### config.mk
export PLATFORM = sky130hd
export DESIGN_NAME = serial_divider
export DESIGN_NICKNAME = d
export VERILOG_FILES = /design/src/rtl/serial_divider.sv
export SDC_FILE = /design/constraint.sdc
export NUM_CORES = 1
export LEC_CHECK = 0
export BUFFER_PORTS_ARGS = -buffer_cell sky130_fd_sc_hd__buf_2
export CORE_UTILIZATION = 45
export CTS_CLUSTER_SIZE = 24
export DETAILED_ROUTE_END_ITERATION = 12
export GPL_ROUTABILITY_DRIVEN = 0
export PLACE_DENSITY = 0.65
export SYNTH_ARGS = -nofsm -noshare
export SYNTH_HDL_FRONTEND = slang
export SYNTH_SLANG_ARGS = --single-unit
### constraint.sdc
create_clock -name clk -period 3.2 [get_ports clk]
set_clock_uncertainty 0.2 [all_clocks]
set_input_delay 0.64 -clock clk [delete_from_list [all_inputs] [get_ports clk]]
set_output_delay 0.64 -clock clk [all_outputs]
set_load 0.005 [all_outputs]
### src/rtl/serial_divider.sv
// serial_divider: iterative restoring divider, one quotient bit per clock.
// Define SERIAL_DIVIDER_SIGNED_EN for two's complement operands (truncating division).
module serial_divider #(
  parameter int WIDTH = 8
) (
  input  logic             clk,
  input  logic             rst,
  input  logic             start,
  input  logic [WIDTH-1:0] dividend,
  input  logic [WIDTH-1:0] divisor,
  output logic             busy,
  output logic             done,
  output logic [WIDTH-1:0] quotient,
  output logic [WIDTH-1:0] remainder,
  output logic             div_by_zero
);
  localparam int CW = (WIDTH > 1) ? $clog2(WIDTH) : 1;
  typedef enum logic [1:0] {IDLE, RUN, DONE} state_t;
  state_t state, state_nx;
  logic [CW-1:0] cnt;
  logic [WIDTH-1:0] part, shq, dvs, part_nx, shq_nx, a_in, b_in, q_fin, r_fin;
  logic [WIDTH:0] sh;
  logic accept, zero, last, ge;
`ifdef SERIAL_DIVIDER_SIGNED_EN
  logic neg_q, neg_r;
  always_comb begin
    a_in = dividend[WIDTH-1] ? -dividend : dividend;
    b_in = divisor[WIDTH-1] ? -divisor : divisor;
    q_fin = neg_q ? -shq_nx : shq_nx;
    r_fin = neg_r ? -part_nx : part_nx;
  end
  always_ff @(posedge clk)
    if (rst) begin
      neg_q <= 1'b0;
      neg_r <= 1'b0;
    end else if (accept) begin
      neg_q <= dividend[WIDTH-1] ^ divisor[WIDTH-1];
      neg_r <= dividend[WIDTH-1];
    end
`else
  always_comb begin
    a_in = dividend;
    b_in = divisor;
    q_fin = shq_nx;
    r_fin = part_nx;
  end
`endif
  // Shifted partial remainder needs one extra bit; a fitting trial is always below the divisor.
  always_comb begin
    accept = state == IDLE && start;
    zero = divisor == '0;
    last = cnt == CW'(WIDTH - 1);
    sh = {part, shq[WIDTH-1]};
    ge = sh >= {1'b0, dvs};
    part_nx = ge ? WIDTH'(sh - {1'b0, dvs}) : sh[WIDTH-1:0];
    shq_nx = {shq[WIDTH-2:0], ge};
    state_nx = state;
    state_nx = state == IDLE ? (start ? (zero ? DONE : RUN) : IDLE) :
               state == RUN  ? (last ? DONE : RUN) : IDLE;
  end
  always_ff @(posedge clk)
    if (rst) state <= IDLE;
    else state <= state_nx;
  always_ff @(posedge clk)
    if (rst) begin
      cnt <= '0;
      part <= '0;
      shq <= '0;
      dvs <= '0;
      quotient <= '0;
      remainder <= '0;
      div_by_zero <= 1'b0;
    end else if (accept && zero) begin
      quotient <= '1;
      remainder <= dividend;
      div_by_zero <= 1'b1;
    end else if (accept) begin
      part <= '0;
      shq <= a_in;
      dvs <= b_in;
      cnt <= '0;
      div_by_zero <= 1'b0;
    end else if (state == RUN) begin
      part <= part_nx;
      shq <= shq_nx;
      cnt <= cnt + CW'(1);
      if (last) begin
        quotient <= q_fin;
        remainder <= r_fin;
      end
    end
  assign busy = state == RUN;
  assign done = state == DONE;
endmodule

Word level (Yosys, flattened, before mapping)
Index checks and enable logic that the tools add are counted.
{"block": "op_classes", "addsub": 2, "multipliers": 0, "div": 0, "n_lt_le_gt_ge": 1, "eq_ne": 4, "shifts": 0, "n_mux": 22, "bitwise": 1, "n_reduce_logical": 11}
{"cell": "$mux 8", "count": 13}
{"cell": "$mux 2", "count": 5}
{"cell": "$ge 9x8->1", "count": 1}
{"cell": "$logic_not 8->1", "count": 1}
{"cell": "$reduce_bool 2->1", "count": 4}
{"cell": "$sub 8x8->8", "count": 1}
{"cell": "$mux 3", "count": 2}
{"cell": "$reduce_and 2->1", "count": 2}
{"cell": "$add 3x1->3 const B", "count": 1}
{"cell": "$eq 3x3->1 const B", "count": 1}
{"cell": "$reduce_and 3->1", "count": 1}
{"cell": "$eq 2x1->1 const B", "count": 1}
{"cell": "$eq 2x2->1 const B", "count": 1}
{"cell": "$logic_and 1x1->1", "count": 2}
{"cell": "$logic_not 2->1", "count": 1}
{"cell": "$mux 1", "count": 2}
{"cell": "$ne 2x1->1 const B", "count": 1}
{"cell": "$not 1->1", "count": 1}
{"block": "word_totals", "regBits": 46, "latchBits": 0, "ram_bits": 0, "rom_bits": 0, "input_bits": 19, "out_inout_bits": 19, "wordCells": 49, "mem_count": 0}

Longest topological paths before layout
{"block": "logic_depth", "depth_word": 6, "depth_mapped": 9}

Worst setup path after synthesis
No wires, ideal clock.
{"block": "synth_path", "kind": "reg-to-reg", "start": "register dvs[6]", "end": "register part[2]", "t_arrival_ns": 1.868, "slack_ns": 1.014, "stages_incl_launch_ff": 8, "path_buffers": 1, "synth_period_minus_slack_ns": 2.186, "cell_sequence": "dfxtp_1 -> inv_1 -> ha_1 -> a21o_1 -> a211o_1 -> buf_2 -> or3_1 -> a32o_1"}
{"block": "synth_between", "elab_chain_len": 4}
{"element": "start, declared", "line": "21", "rtl": "logic [WIDTH-1:0] part, shq, dvs, part_nx, shq_nx, a_in, b_in, q_fin, r_fin;"}
{"element": "start signal, assigned", "line": "80", "rtl": "dvs <= b_in;"}
{"element": "$ge 9x8->1", "line": "54", "rtl": "ge = sh >= {1'b0, dvs};"}
{"element": "$mux 8", "line": "55", "rtl": "part_nx = ge ? WIDTH'(sh - {1'b0, dvs}) : sh[WIDTH-1:0];"}
{"element": "$mux 8", "line": "83", "rtl": "end else if (state == RUN) begin"}
{"element": "$mux 8", "line": "77", "rtl": "end else if (accept) begin"}
{"element": "end signal, assigned", "line": "84", "rtl": "part <= part_nx;"}
{"element": "end, declared", "line": "21"}
Every way passes these cells. The select of a mux whose other input is x is not followed.
A chain may end at the register's enable or synchronous reset.

Worst setup path after layout
{"block": "layout_path", "start": "register part[5]", "end": "register part[2]"}
{"block": "layout_between", "elab_chain_len": 4}
{"element": "$ge 9x8->1", "line": "54"}
{"element": "$mux 8", "line": "55"}
{"element": "$mux 8", "line": "83"}
{"element": "$mux 8", "line": "77"}
Every way passes these cells. The select of a mux whose other input is x is not followed.

==> results_tabular.tex <==
\begin{tabular}{lr}
\hline
Metric & Value \\
\hline
\multicolumn{2}{l}{\textbf{Detailed routing}} \\
\quad Antenna-violating nets left & 0 \\
\quad Number of detailed-routing iterations run before antenna repair & 4 \\
\quad Drt drc & 0 \\
\quad Wire length reported by the detailed router & 6.28 mm \\
\quad Drt via density & 5.68 \\
\quad Wire length per cell after detailed routing & 15.5 um \\
\quad Count of routing violations after the opening detailed-route iteration & 148 \\
\quad Vias & 2306 \\
\multicolumn{2}{l}{\textbf{Timing}} \\
\quad Final TNS setup & 0 ps \\
\quad Number of slew-limit violations in the final report & 0 \\
\quad RSZ-0062 raised after global routing & false \\
\quad Worst Tran Pin Value & 904 ps \\
\quad Highest clock rate & 411 MHz \\
\quad Total of endpoints with negative setup slack in the final report & 0 \\
\quad Post-route clock period utilization & 76.0\% \\
\quad Total count of hold-check failures in the final report & 0 \\
\quad Final critical path time including I/O delays and setup & 2430 ps \\
\quad Tightest slew margin relative to the limit & 39.7\% \\
\multicolumn{2}{l}{\textbf{Run}} \\
\quad Count of max-cap constraint violations & 0 \\
\multicolumn{2}{l}{\textbf{Yosys}} \\
\quad Cell Area, Synth & 2580 sq um \\
\quad Proportion of synthesized flip-flops having asynchronous set or reset & 0\% \\
\quad Synthesized flop and latch total & 46 \\
\quad Part of the Yosys area used for sequential elements & 35.7\% \\
\quad Distinct cell type count after synthesis & 59 \\
\quad Post-synth top area share & 35.7\% \\
\quad Post-synthesis cell type with the largest combined area & sky130\_fd\_sc\_hd\_\_dfxtp\_1 \\
\quad Leading post-synthesis cells by instance count & sky130\_fd\_sc\_hd\_\_dfxtp\_1, sky130\_fd\_sc\_hd\_\_nor2\_1, sky130\_fd\_sc\_hd\_\_nand2\_1, sky130\_fd\_sc\_hd\_\_nor3\_1, sky130\_fd\_sc\_hd\_\_a21oi\_1 \\
\quad Most repeated cell in the gate-level netlist after synthesis & sky130\_fd\_sc\_hd\_\_dfxtp\_1 \\
\quad Dominant cells by area after synthesis & sky130\_fd\_sc\_hd\_\_dfxtp\_1, sky130\_fd\_sc\_hd\_\_ha\_1, sky130\_fd\_sc\_hd\_\_nor2\_1 \\
\quad Top flip-flop cell by instance count after synthesis & sky130\_fd\_sc\_hd\_\_dfxtp\_1 \\
\quad Synth Net Count & 334 \\
\quad Number of cells produced by synthesis & 304 \\
\quad EDFF count, synth & 0 \\
\quad Average cell area after synthesis & 8.49 sq um \\
\quad Ys Warns & 0 \\
\multicolumn{2}{l}{\textbf{Clock tree}} \\
\quad Buffer cell driving the clock tree root & sky130\_fd\_sc\_hd\_\_clkbuf\_8 \\
\quad Count of instances resized after the clock tree is built & 0 \\
\quad Clk\_lat worst skew & 300 ps \\
\quad Number of buffers inserted by hold repair at cts & 0 \\
\quad Clock buffer count from CTS & 5 \\
\quad Clock sink count & 46 \\
\quad Number of H-tree levels & 2 \\
\quad Number of buffers on the longest clock path & 2 \\
\quad Clock-pin slew on the worst setup and hold paths & 90 ps \\
\quad Post-CTS Setup Bufs & 0 \\
\quad TritonCTS clock tree & built \\
\multicolumn{2}{l}{\textbf{Pwr}} \\
\quad Combinational fraction of design power & 46.7\% \\
\quad Total power of the final layout & 0.00199 W \\
\quad Static leakage power & 1.20 nW \\
\quad Pwr Density & 687 nW/um\^{}2 \\
\quad Power spent charging and discharging nets & 0.000857 W \\
\quad Switching power as a share of total power & 43.1\% \\
\quad Int Power & 0.00113 W \\
\quad Clock network fraction of design power & 19.0\% \\
\quad Worst-case vdd ir drop & 0.300 mV \\
\quad Portion of total power attributed to sequential cells & 34.3\% \\
\multicolumn{2}{l}{\textbf{Placement}} \\
\quad Port buffer count & 37 \\
\quad Cell total after placement & 398 \\
\quad Placed wire-length estimate after detailed placement & 4.52 mm \\
\multicolumn{2}{l}{\textbf{Worst setup path}} \\
\quad Required time reported for the critical path endpoint & 3200 ps \\
\quad Cell with the biggest individual delay on the critical path & sky130\_fd\_sc\_hd\_\_a211o\_1 \\
\quad Delay of the slowest cell on the worst path & 500 ps \\
\quad Critical Path Fanout Max & 18 \\
\quad Setup slack, reg-to-reg & 770 ps \\
\quad Kind of capture point of the worst setup path & flop \\
\quad Setup Crit Path Kind & reg -> reg \\
\quad Worst-path cell chain & ha\_1, a21o\_1, a211o\_1, or3\_1, a32o\_1 \\
\quad Critical Path Source Type & flop \\
\quad Data arrival time of the critical path & 2440 ps \\
\multicolumn{2}{l}{\textbf{GRT}} \\
\quad Largest net degree at the start of global routing & 53 \\
\quad Antenna violations before repair & 0 \\
\quad Aggregate global routing overflow & 0 \\
\quad Global routing usage summed across all routing layers & 21.9\% \\
\quad Global-route wire length before repair & 10.5 mm \\
\quad Vias in the first global route & 2145 \\
\multicolumn{2}{l}{\textbf{Floorplanning}} \\
\quad Starting density of the core & 46.9\% \\
\quad Number of ports placed on the die boundary & 38 \\
\quad DIE AREA & 6040 sq um \\
\quad Area of the placeable core & 5510 sq um \\
\quad Die X & 77.7 um \\
\quad Row count & 27 \\
\quad Die Span Y & 77.7 um \\
\multicolumn{2}{l}{\textbf{Final layout}} \\
\quad Post-layout instance count excluding filler cells & 406 \\
\quad Layout overhead on the synthesized area & 12.2\% \\
\quad Proportion of layout cells with a drive suffix above 1 & 19.5\% \\
\quad Diodes inserted & 0 \\
\quad Number of nets in the layout & 363 \\
\multicolumn{2}{l}{\textbf{Status}} \\
\quad Status & complete, no violations \\
\multicolumn{2}{l}{\textbf{Worst hold path}} \\
\quad Type of the worst min-delay path & reg -> reg \\
\hline
\end{tabular}
worst paths after layout:
kind,from,to,cells past startpoint
worst max-delay path,part[5],part[2],5
worst min-delay path,dvs[6],dvs[6],2
worst max register to register,part[5],part[2],5
worst min register to register,dvs[6],dvs[6],2
through the flow:
stage / cell area, sq um / setup slack, ps / utilization, % / hold WS [ps]
3_5_place_dp: 2800 / 785 / 50.9 / 249
4_1_cts: 2900 / 779 / 52.6 / 262
5_1_grt: 2900 / 646 / 52.6 / 294
2_1_floorplan: 2580 / 1010 / - / 236
6_report: 2900 / 767 / 52.6 / 257
3_3_place_gp: 2800 / 797 / 50.9 / 247
worst max-delay path, delay by kind of cell (launching register included):
family                     cells  cell delay (ps)
DFF                            1              350
adders and majority gates      1              400
AOI/OAI and AO/OA              3             1000
and+or+nand+nor                1              380
sequential cells by signal, summed over array words and instances, names as in the netlist:
signal	flops
dvs	8
div_by_zero	1
shq	8
quotient	8
remainder	8
state	2
part	8
cnt	3
per-layer routing:
layer	track usage (%)	vias up	share of wire [%]	routed length [um]
li1	-	1185	-	-
met1	30.0	1058	49	3070
met3	4.12	6	4.5	280
met2	34.9	57	46	2870
met4	6.42	0	0.96	60
met5	0	-	0	0
placed cells by master, fill, tap and decap left out, types with 5 or more instances in the layout:
master | Yosys | routed
sky130_fd_sc_hd__nand2b_1 | 5 | 5
sky130_fd_sc_hd__a211oi_1 | 9 | 9
sky130_fd_sc_hd__a21oi_1 | 17 | 17
sky130_fd_sc_hd__nor2_1 | 32 | 32
sky130_fd_sc_hd__nor3_1 | 21 | 21
sky130_fd_sc_hd__inv_1 | 12 | 12
sky130_fd_sc_hd__mux2i_1 | 9 | 9
sky130_fd_sc_hd__clkbuf_8 | 0 | 6
sky130_fd_sc_hd__dfxtp_1 | 46 | 46
sky130_fd_sc_hd__buf_4 | 1 | 5
sky130_fd_sc_hd__nand3b_1 | 7 | 7
sky130_fd_sc_hd__nand3_1 | 7 | 7
sky130_fd_sc_hd__ha_1 | 10 | 10
sky130_fd_sc_hd__buf_2 | 11 | 37
sky130_fd_sc_hd__o211ai_1 | 7 | 7
sky130_fd_sc_hd__nand2_1 | 21 | 21
sky130_fd_sc_hd__a22oi_1 | 5 | 5
sky130_fd_sc_hd__o21ai_0 | 7 | 7
cell families after synthesis:
| family | count (synthesis) | share of synthesized area (%) |
|---|---|---|
| AND/OR/NAND/NOR | 123 | 25.9 |
| XOR/XNOR | 3 | 1.02 |
| flip-flops | 46 | 35.7 |
| AO/OA/AOI/OAI | 79 | 22.8 |
| multiplexers | 9 | 3.49 |
| buffers and inverters | 33 | 5.48 |
| adder cells (fa/ha/maj) | 11 | 5.62 |
power groups by stage:
stage	combinational, W	clock (W)	sequential [W]
3_5_place_dp	0.000915	0	0.000693
3_3_place_gp	0.000918	0	0.000692
5_1_grt	0.00102	0.000412	0.000689
6_report	0.000929	0.000378	0.000682
2_1_floorplan	0.000733	0	0.000675
4_1_cts	0.000918	0.000389	0.000680
layout make-up:
type                    count  area (sq um)
fillers                   543          2610
multi-input cells         225          1520
flip-flops and latches     46           921
repair buffers             42           223
well taps                  72          90.1
clock buffers               6          82.6
inverters                  13          48.8
clock inverters             2          12.5
(Power assumes the default switching activity.)
